===== src/rtl/t03_arb_pkg.sv =====
// Shared types and constants for the two-requester memory arbiter.
package t03_arb_pkg;

    localparam int unsigned ADR_W  = 32;
    localparam int unsigned DATA_W = 32;
    localparam int unsigned SEL_W  = 4;
    localparam int unsigned WDOG_W = 8;

    localparam logic [DATA_W-1:0] ERR_DATA_DEFAULT = 32'hDEAD_BEEF;
    localparam logic [SEL_W-1:0]  SEL_ALL          = 4'hF;

    typedef enum logic [1:0] {
        IDLE  = 2'd0,
        ISSUE = 2'd1,
        RESP  = 2'd2
    } state_t;

    typedef enum logic {
        GNT_INSTR = 1'b0,
        GNT_DATA  = 1'b1
    } grant_t;

    // Downstream request latched at grant time
    typedef struct packed {
        logic              write;
        logic [ADR_W-1:0]  adr;
        logic [DATA_W-1:0] wdata;
        logic [SEL_W-1:0]  sel;
    } mem_req_t;

endpackage


===== src/rtl/t03_mem_arbiter.sv =====
// Round-robin arbiter between instruction-fetch and data ports onto one
// shared memory port, with a watchdog that aborts hung transactions.
module t03_mem_arbiter
    import t03_arb_pkg::*;
#(
    parameter int unsigned       TIMEOUT_CYCLES = 255,
    parameter logic [DATA_W-1:0] ERR_DATA       = ERR_DATA_DEFAULT
) (
    input  logic              clk,
    input  logic              nrst,
    input  logic              i_req,
    input  logic [ADR_W-1:0]  i_adr,
    output logic [DATA_W-1:0] i_rdata,
    output logic              i_ack,
    input  logic              d_read,
    input  logic              d_write,
    input  logic [ADR_W-1:0]  d_adr,
    input  logic [DATA_W-1:0] d_wdata,
    input  logic [SEL_W-1:0]  d_sel,
    output logic [DATA_W-1:0] d_rdata,
    output logic              d_ack,
    output logic              mem_read,
    output logic              mem_write,
    output logic [ADR_W-1:0]  mem_adr,
    output logic [DATA_W-1:0] mem_wdata,
    output logic [SEL_W-1:0]  mem_sel,
    input  logic [DATA_W-1:0] mem_rdata,
    input  logic              mem_ack,
    output logic              timeout_err
);

    localparam logic [WDOG_W-1:0] WDOG_LIM = WDOG_W'(TIMEOUT_CYCLES);

    state_t              state_q,       state_d;
    grant_t              last_grant_q,  last_grant_d;
    grant_t              gnt_q,         gnt_d;
    mem_req_t            req_q,         req_d;
    logic [WDOG_W-1:0]   wdog_q,        wdog_d;
    logic                mem_read_q,    mem_read_d;
    logic                mem_write_q,   mem_write_d;
    logic                i_ack_q,       i_ack_d;
    logic                d_ack_q,       d_ack_d;
    logic [DATA_W-1:0]   i_rdata_q,     i_rdata_d;
    logic [DATA_W-1:0]   d_rdata_q,     d_rdata_d;
    logic                timeout_err_q, timeout_err_d;

    logic                d_act_c;
    logic                pick_data_c;
    logic                pick_instr_c;
    logic [WDOG_W-1:0]   wdog_inc_c;
    logic                complete_c;
    logic [DATA_W-1:0]   cap_c;

    // Round-robin pick: on a tie, the side that did not win last time
    always_comb begin
        d_act_c      = d_read | d_write;
        pick_data_c  = d_act_c && (!i_req || (last_grant_q == GNT_INSTR));
        pick_instr_c = i_req && !pick_data_c;
        wdog_inc_c   = wdog_q + WDOG_W'(1);
    end

    // Next-state, latched request, watchdog and response generation
    always_comb begin
        state_d       = state_q;
        last_grant_d  = last_grant_q;
        gnt_d         = gnt_q;
        req_d         = req_q;
        wdog_d        = wdog_q;
        mem_read_d    = 1'b0;
        mem_write_d   = 1'b0;
        i_ack_d       = 1'b0;
        d_ack_d       = 1'b0;
        i_rdata_d     = i_rdata_q;
        d_rdata_d     = d_rdata_q;
        timeout_err_d = 1'b0;
        complete_c    = 1'b0;
        cap_c         = '0;

        case (state_q)
            IDLE: begin
                if (pick_data_c) begin
                    // Simultaneous read+write is treated as a write
                    req_d.write  = d_write;
                    req_d.adr    = d_adr;
                    req_d.wdata  = d_wdata;
                    req_d.sel    = d_sel;
                    gnt_d        = GNT_DATA;
                    last_grant_d = GNT_DATA;
                    wdog_d       = '0;
                    mem_read_d   = !d_write;
                    mem_write_d  = d_write;
                    state_d      = ISSUE;
                end else if (pick_instr_c) begin
                    req_d.write  = 1'b0;
                    req_d.adr    = i_adr;
                    req_d.wdata  = '0;
                    req_d.sel    = SEL_ALL;
                    gnt_d        = GNT_INSTR;
                    last_grant_d = GNT_INSTR;
                    wdog_d       = '0;
                    mem_read_d   = 1'b1;
                    state_d      = ISSUE;
                end
            end

            ISSUE: begin
                if (mem_ack) begin
                    // A real ack beats a watchdog expiring in the same cycle
                    complete_c = 1'b1;
                    cap_c      = mem_rdata;
                    state_d    = RESP;
                end else if (wdog_inc_c == WDOG_LIM) begin
                    complete_c    = 1'b1;
                    cap_c         = ERR_DATA;
                    timeout_err_d = 1'b1;
                    state_d       = RESP;
                end else begin
                    wdog_d      = wdog_inc_c;
                    mem_read_d  = !req_q.write;
                    mem_write_d = req_q.write;
                end
            end

            RESP: begin
                state_d = IDLE;
            end

            default: begin
                state_d = IDLE;
            end
        endcase

        // Route the captured data and the one-cycle ack to the granted side
        if (complete_c) begin
            if (gnt_q == GNT_DATA) begin
                d_rdata_d = cap_c;
                d_ack_d   = 1'b1;
            end else begin
                i_rdata_d = cap_c;
                i_ack_d   = 1'b1;
            end
        end
    end

    // State and output registers with synchronous active-low reset
    always_ff @(posedge clk) begin
        if (!nrst) begin
            state_q       <= IDLE;
            last_grant_q  <= GNT_INSTR;
            gnt_q         <= GNT_INSTR;
            req_q         <= '0;
            wdog_q        <= '0;
            mem_read_q    <= 1'b0;
            mem_write_q   <= 1'b0;
            i_ack_q       <= 1'b0;
            d_ack_q       <= 1'b0;
            i_rdata_q     <= '0;
            d_rdata_q     <= '0;
            timeout_err_q <= 1'b0;
        end else begin
            state_q       <= state_d;
            last_grant_q  <= last_grant_d;
            gnt_q         <= gnt_d;
            req_q         <= req_d;
            wdog_q        <= wdog_d;
            mem_read_q    <= mem_read_d;
            mem_write_q   <= mem_write_d;
            i_ack_q       <= i_ack_d;
            d_ack_q       <= d_ack_d;
            i_rdata_q     <= i_rdata_d;
            d_rdata_q     <= d_rdata_d;
            timeout_err_q <= timeout_err_d;
        end
    end

    assign mem_read    = mem_read_q;
    assign mem_write   = mem_write_q;
    assign mem_adr     = req_q.adr;
    assign mem_wdata   = req_q.wdata;
    assign mem_sel     = req_q.sel;
    assign i_ack       = i_ack_q;
    assign d_ack       = d_ack_q;
    assign i_rdata     = i_rdata_q;
    assign d_rdata     = d_rdata_q;
    assign timeout_err = timeout_err_q;

endmodule


===== config.mk =====
export PLATFORM = sky130hd
export DESIGN_NAME = t03_mem_arbiter
export DESIGN_NICKNAME = d
export VERILOG_FILES = /design/src/rtl/t03_arb_pkg.sv /design/src/rtl/t03_mem_arbiter.sv
export SDC_FILE = /design/constraint.sdc
export NUM_CORES = 1
export LEC_CHECK = 0
export ABC_AREA = 1
export CORE_MARGIN = 10
export CORE_UTILIZATION = 47
export DETAILED_ROUTE_END_ITERATION = 10
export PLACE_DENSITY = 0.87
export SLEW_MARGIN = 20
export SYNTH_ARGS = -nofsm -noshare
export SYNTH_HDL_FRONTEND = slang
export SYNTH_SLANG_ARGS = --single-unit

===== constraint.sdc =====
create_clock -name clk -period 4.9 [get_ports clk]
set_clock_uncertainty 0.15 [all_clocks]
set_input_delay 0.98 -clock clk [delete_from_list [all_inputs] [get_ports clk]]
set_output_delay 0.98 -clock clk [all_outputs]
set_load 0.1 [all_outputs]

==> metrics.yaml <==
worst_setup_path:
  cp_max_fo: 37
  ff2ff_setup_slack_ns: 2.16
  critPathKind: "in -> reg"
  rr_worst_depth: 7
  critical_path_required_ns: 5.05
  cp-end-kind: "flop"
  rr_startpoint: "gnt_q"
  r2r-end: "mem_adr[24]"
  cp.arrival_ns: 3.66
  crit_path_start_kind: "input pin"
sta:
  slew_headroom: 0.2836
  rsz0062_at_grt: "false"
  timing.final.hold_violations: 0
  whs_ns: 0.2911
  max_freq_mhz: 284.4
  setup_violations: 0
  period_needed_ns: 3.516
  fin_crit_sh: 0.7175
  tightest_slew_ns: 1.071
  tns_ns: 0
  final_max_slew_viol_count: 0
cells_and_area:
  multi_input_area_um2: 2531
  fill_cells: 1139
  regArea_um2: 2983
  fin_nets: 1213
  antenna_cells: 0
  drive_above_1_share: 0.05346
  area_growth_syn_to_layout_pct: 43.60
routing:
  wl_mm: 21.94
  drt_iter0_drc: 427
  via_per_inst: 5.110
  first_pass_iters: 5
  wire_per_inst_um: 17.35
  num_vias: 6464
  ant_nets: 0
  drcViolationCount: 0
worst_hold_path:
  hold_depth: 2
  hold_class: "reg -> reg"
  hold_start: "i_rdata[5]"
  hold_end: "i_rdata[5]"
placement:
  globalplace.congestion: 0.8927
  port_buffers: 274
  hpwlAfterDp_mm: 15.29
clocking:
  clock_sinks: 149
  cts_setup_buffers: 0
  cts_root_buffer: "clkbuf_16"
  post_cts_hold_buffer_count: 0
  cts_resized: 0
  cts_buffer_depth: 2
  numCtsBuffers: 17
  htreeDepth: 4
  cts_tree: "built"
  clock_latency_ns: 0.42
  path_clk_slew_ns: 0.06
synth:
  synth_cells: 900
  synth_top_family_by_area: "simple AND/OR/NAND/NOR gates"
  synthXorXnorAreaFrac: 0
  synthesis.nets: 1040
  synth.area.mux_share: 0
  synthSimpleGateAreaFrac: 0.2089
  synth_area_per_cell_um2: 7.388
  syn_area_um2: 6649
  yosysWarnings: 0
  synth_compound_area_frac: 0.1680
  synth-seq-cells: 149
  synth_fa_ha_area_frac: 0.003764
  synth_cell_type_count: 26
  yosysSeqAreaShare: 0.4486
pwr:
  p_clk_frac: 0.352
  vdd_drop_max_v: 0.0002368
  p_switching_w: 0.001546
  power.leakage_nw: 3.703
  switching_share: 0.3703
  power_density_nw_per_um2: 437.3
  internal-power_w: 0.002629
  pwr-share-seq: 0.327
  comb_power_share: 0.322
die:
  die_w_um: 138.9
  rows: 43
  die_y_um: 138.9
  coreArea_um2: 13880
  ioPinCount: 275
  start_util: 0.4790
  die_area_um2: 19300
global_routing:
  grt_max_degree: 85
  track_usage: 0.2146
  grt_pass1_wl_mm: 33.77
  grt_pass1_vias: 6285
  antenna_found_initial: 0
  overflow: 0
run_status:
  outcome: "complete, no violations"
flow_run:
  cap_violations: 0
==> power by group through the flow <==
stage / combinational (W) / clock, W / sequential [W]
6_report: 0.00134 / 0.00147 / 0.00136
5_1_grt: 0.00140 / 0.00154 / 0.00138
4_1_cts: 0.00135 / 0.00149 / 0.00136
3_5_place_dp: 0.00134 / 0 / 0.00139
3_3_place_gp: 0.00133 / 0 / 0.00138
2_1_floorplan: 0.000847 / 0 / 0.00159
==> worst max-delay path by stage <==
stage	start	cells past startpoint	end
6_report	i_req	8	mem_adr[24]
5_1_grt	i_req	8	mem_adr[24]
4_1_cts	i_req	8	mem_adr[24]
3_5_place_dp	i_req	7	mem_sel[3]
3_3_place_gp	i_req	7	mem_sel[3]
2_1_floorplan	d_write	7	mem_adr[10]
==> critical path: stages <==
cell and delay [ns]:
clkdlybuf4s50_1 0.54, nand2_1 0.12, o21ai_2 0.09, inv_2 0.25
o21ai_4 0.76, inv_2 0.47, o21ai_0 0.33, a21oi_1 0.08
==> synthesized netlist by cell type <==
library cell | number | area [um2]
inv_1 | 89 | 334.1
nand3_4 | 2 | 35.03
nand3_1 | 16 | 80.08
inv_2 | 3 | 11.26
nor2_4 | 1 | 11.26
nor2_1 | 24 | 90.09
ha_1 | 2 | 25.02
buf_1 | 8 | 30.03
o221a_2 | 4 | 45.04
nand2_2 | 2 | 12.51
buf_6 | 4 | 45.04
nor2_2 | 1 | 6.260
nand2_1 | 213 | 799.5
dfxtp_1 | 149 | 2983
buf_4 | 70 | 525.5
nand4_1 | 52 | 325.3
nor4_1 | 1 | 6.260
o21ai_2 | 2 | 17.52
clkbuf_1 | 37 | 138.9
nand2_4 | 2 | 22.52
a21oi_1 | 174 | 870.8
o21bai_1 | 1 | 7.510
o21ai_0 | 31 | 155.2
o21ai_4 | 1 | 16.27
o21ai_1 | 1 | 5.000
buf_2 | 10 | 50.05
==> cells in the final DEF (no fill, tap or decap), types with 3 or more instances in the layout <==
master,synthesis,final
dfxtp_1,149,149
nand4_1,52,52
a21oi_1,174,174
bufinv_16,0,6
inv_2,3,4
clkbuf_16,0,17
buf_4,70,9
clkdlybuf4s50_1,0,272
nor2_1,24,24
clkbuf_1,37,3
o21ai_0,31,31
nand2_1,213,213
nand3_1,16,16
inv_1,89,88
o221a_2,4,4
==> final cells by class <==
type	count	area share
multi-input combinational	530	0.2651
sequential	149	0.3124
timing repair buffer	283	0.2933
clock inverter	9	0.02084
clock buffer	22	0.04862
inverter	92	0.03617
tap	180	0.02359
==> routing by layer <==
layer  vias to the layer above  wire [um]  global-route usage
li1                       3202          -                   -
met1                      3004       8426              0.2310
met2                       227      11250              0.3750
met3                        31       1806             0.08048
met4                         0        463             0.07853
met5                         -          0                   0
==> stage by stage <==
stage	std cells	util	setup slack (ns)	power, W	area, um2
3_5_place_dp	1234	0.6401	0.9784	0.002728	8885
3_3_place_gp	1234	0.6401	1.009	0.002716	8885
6_report	1265	0.6878	1.384	0.004176	9548
5_1_grt	1265	0.6878	1.152	0.004318	9548
2_1_floorplan	900	-	2.644	0.002440	6649
4_1_cts	1265	0.6878	1.395	0.004198	9548
==> sequential cells by signal, summed over array words and instances (netlist names) <==
| register | cells |
|---|---|
| mem_wdata | 32 |
| gnt_q | 1 |
| d_rdata | 32 |
| i_rdata | 32 |
| i_ack | 1 |
| wdog_q | 8 |
| req_q | 1 |
| timeout_err | 1 |
| mem_write | 1 |
| mem_adr | 32 |
| d_ack | 1 |
| state_q | 2 |
| mem_read | 1 |
| mem_sel | 4 |
==> logic make-up (layout without fill, tap and decap cells) <==
family / after synthesis / in the layout
flip-flops: 149 / 149
buffers and inverters: 221 / 406
AO/OA/AOI/OAI: 214 / 214
AND/OR/NAND/NOR: 314 / 314
adder cells (fa/ha/maj): 2 / 2
Note: power is estimated with default switching activity, not from simulation.
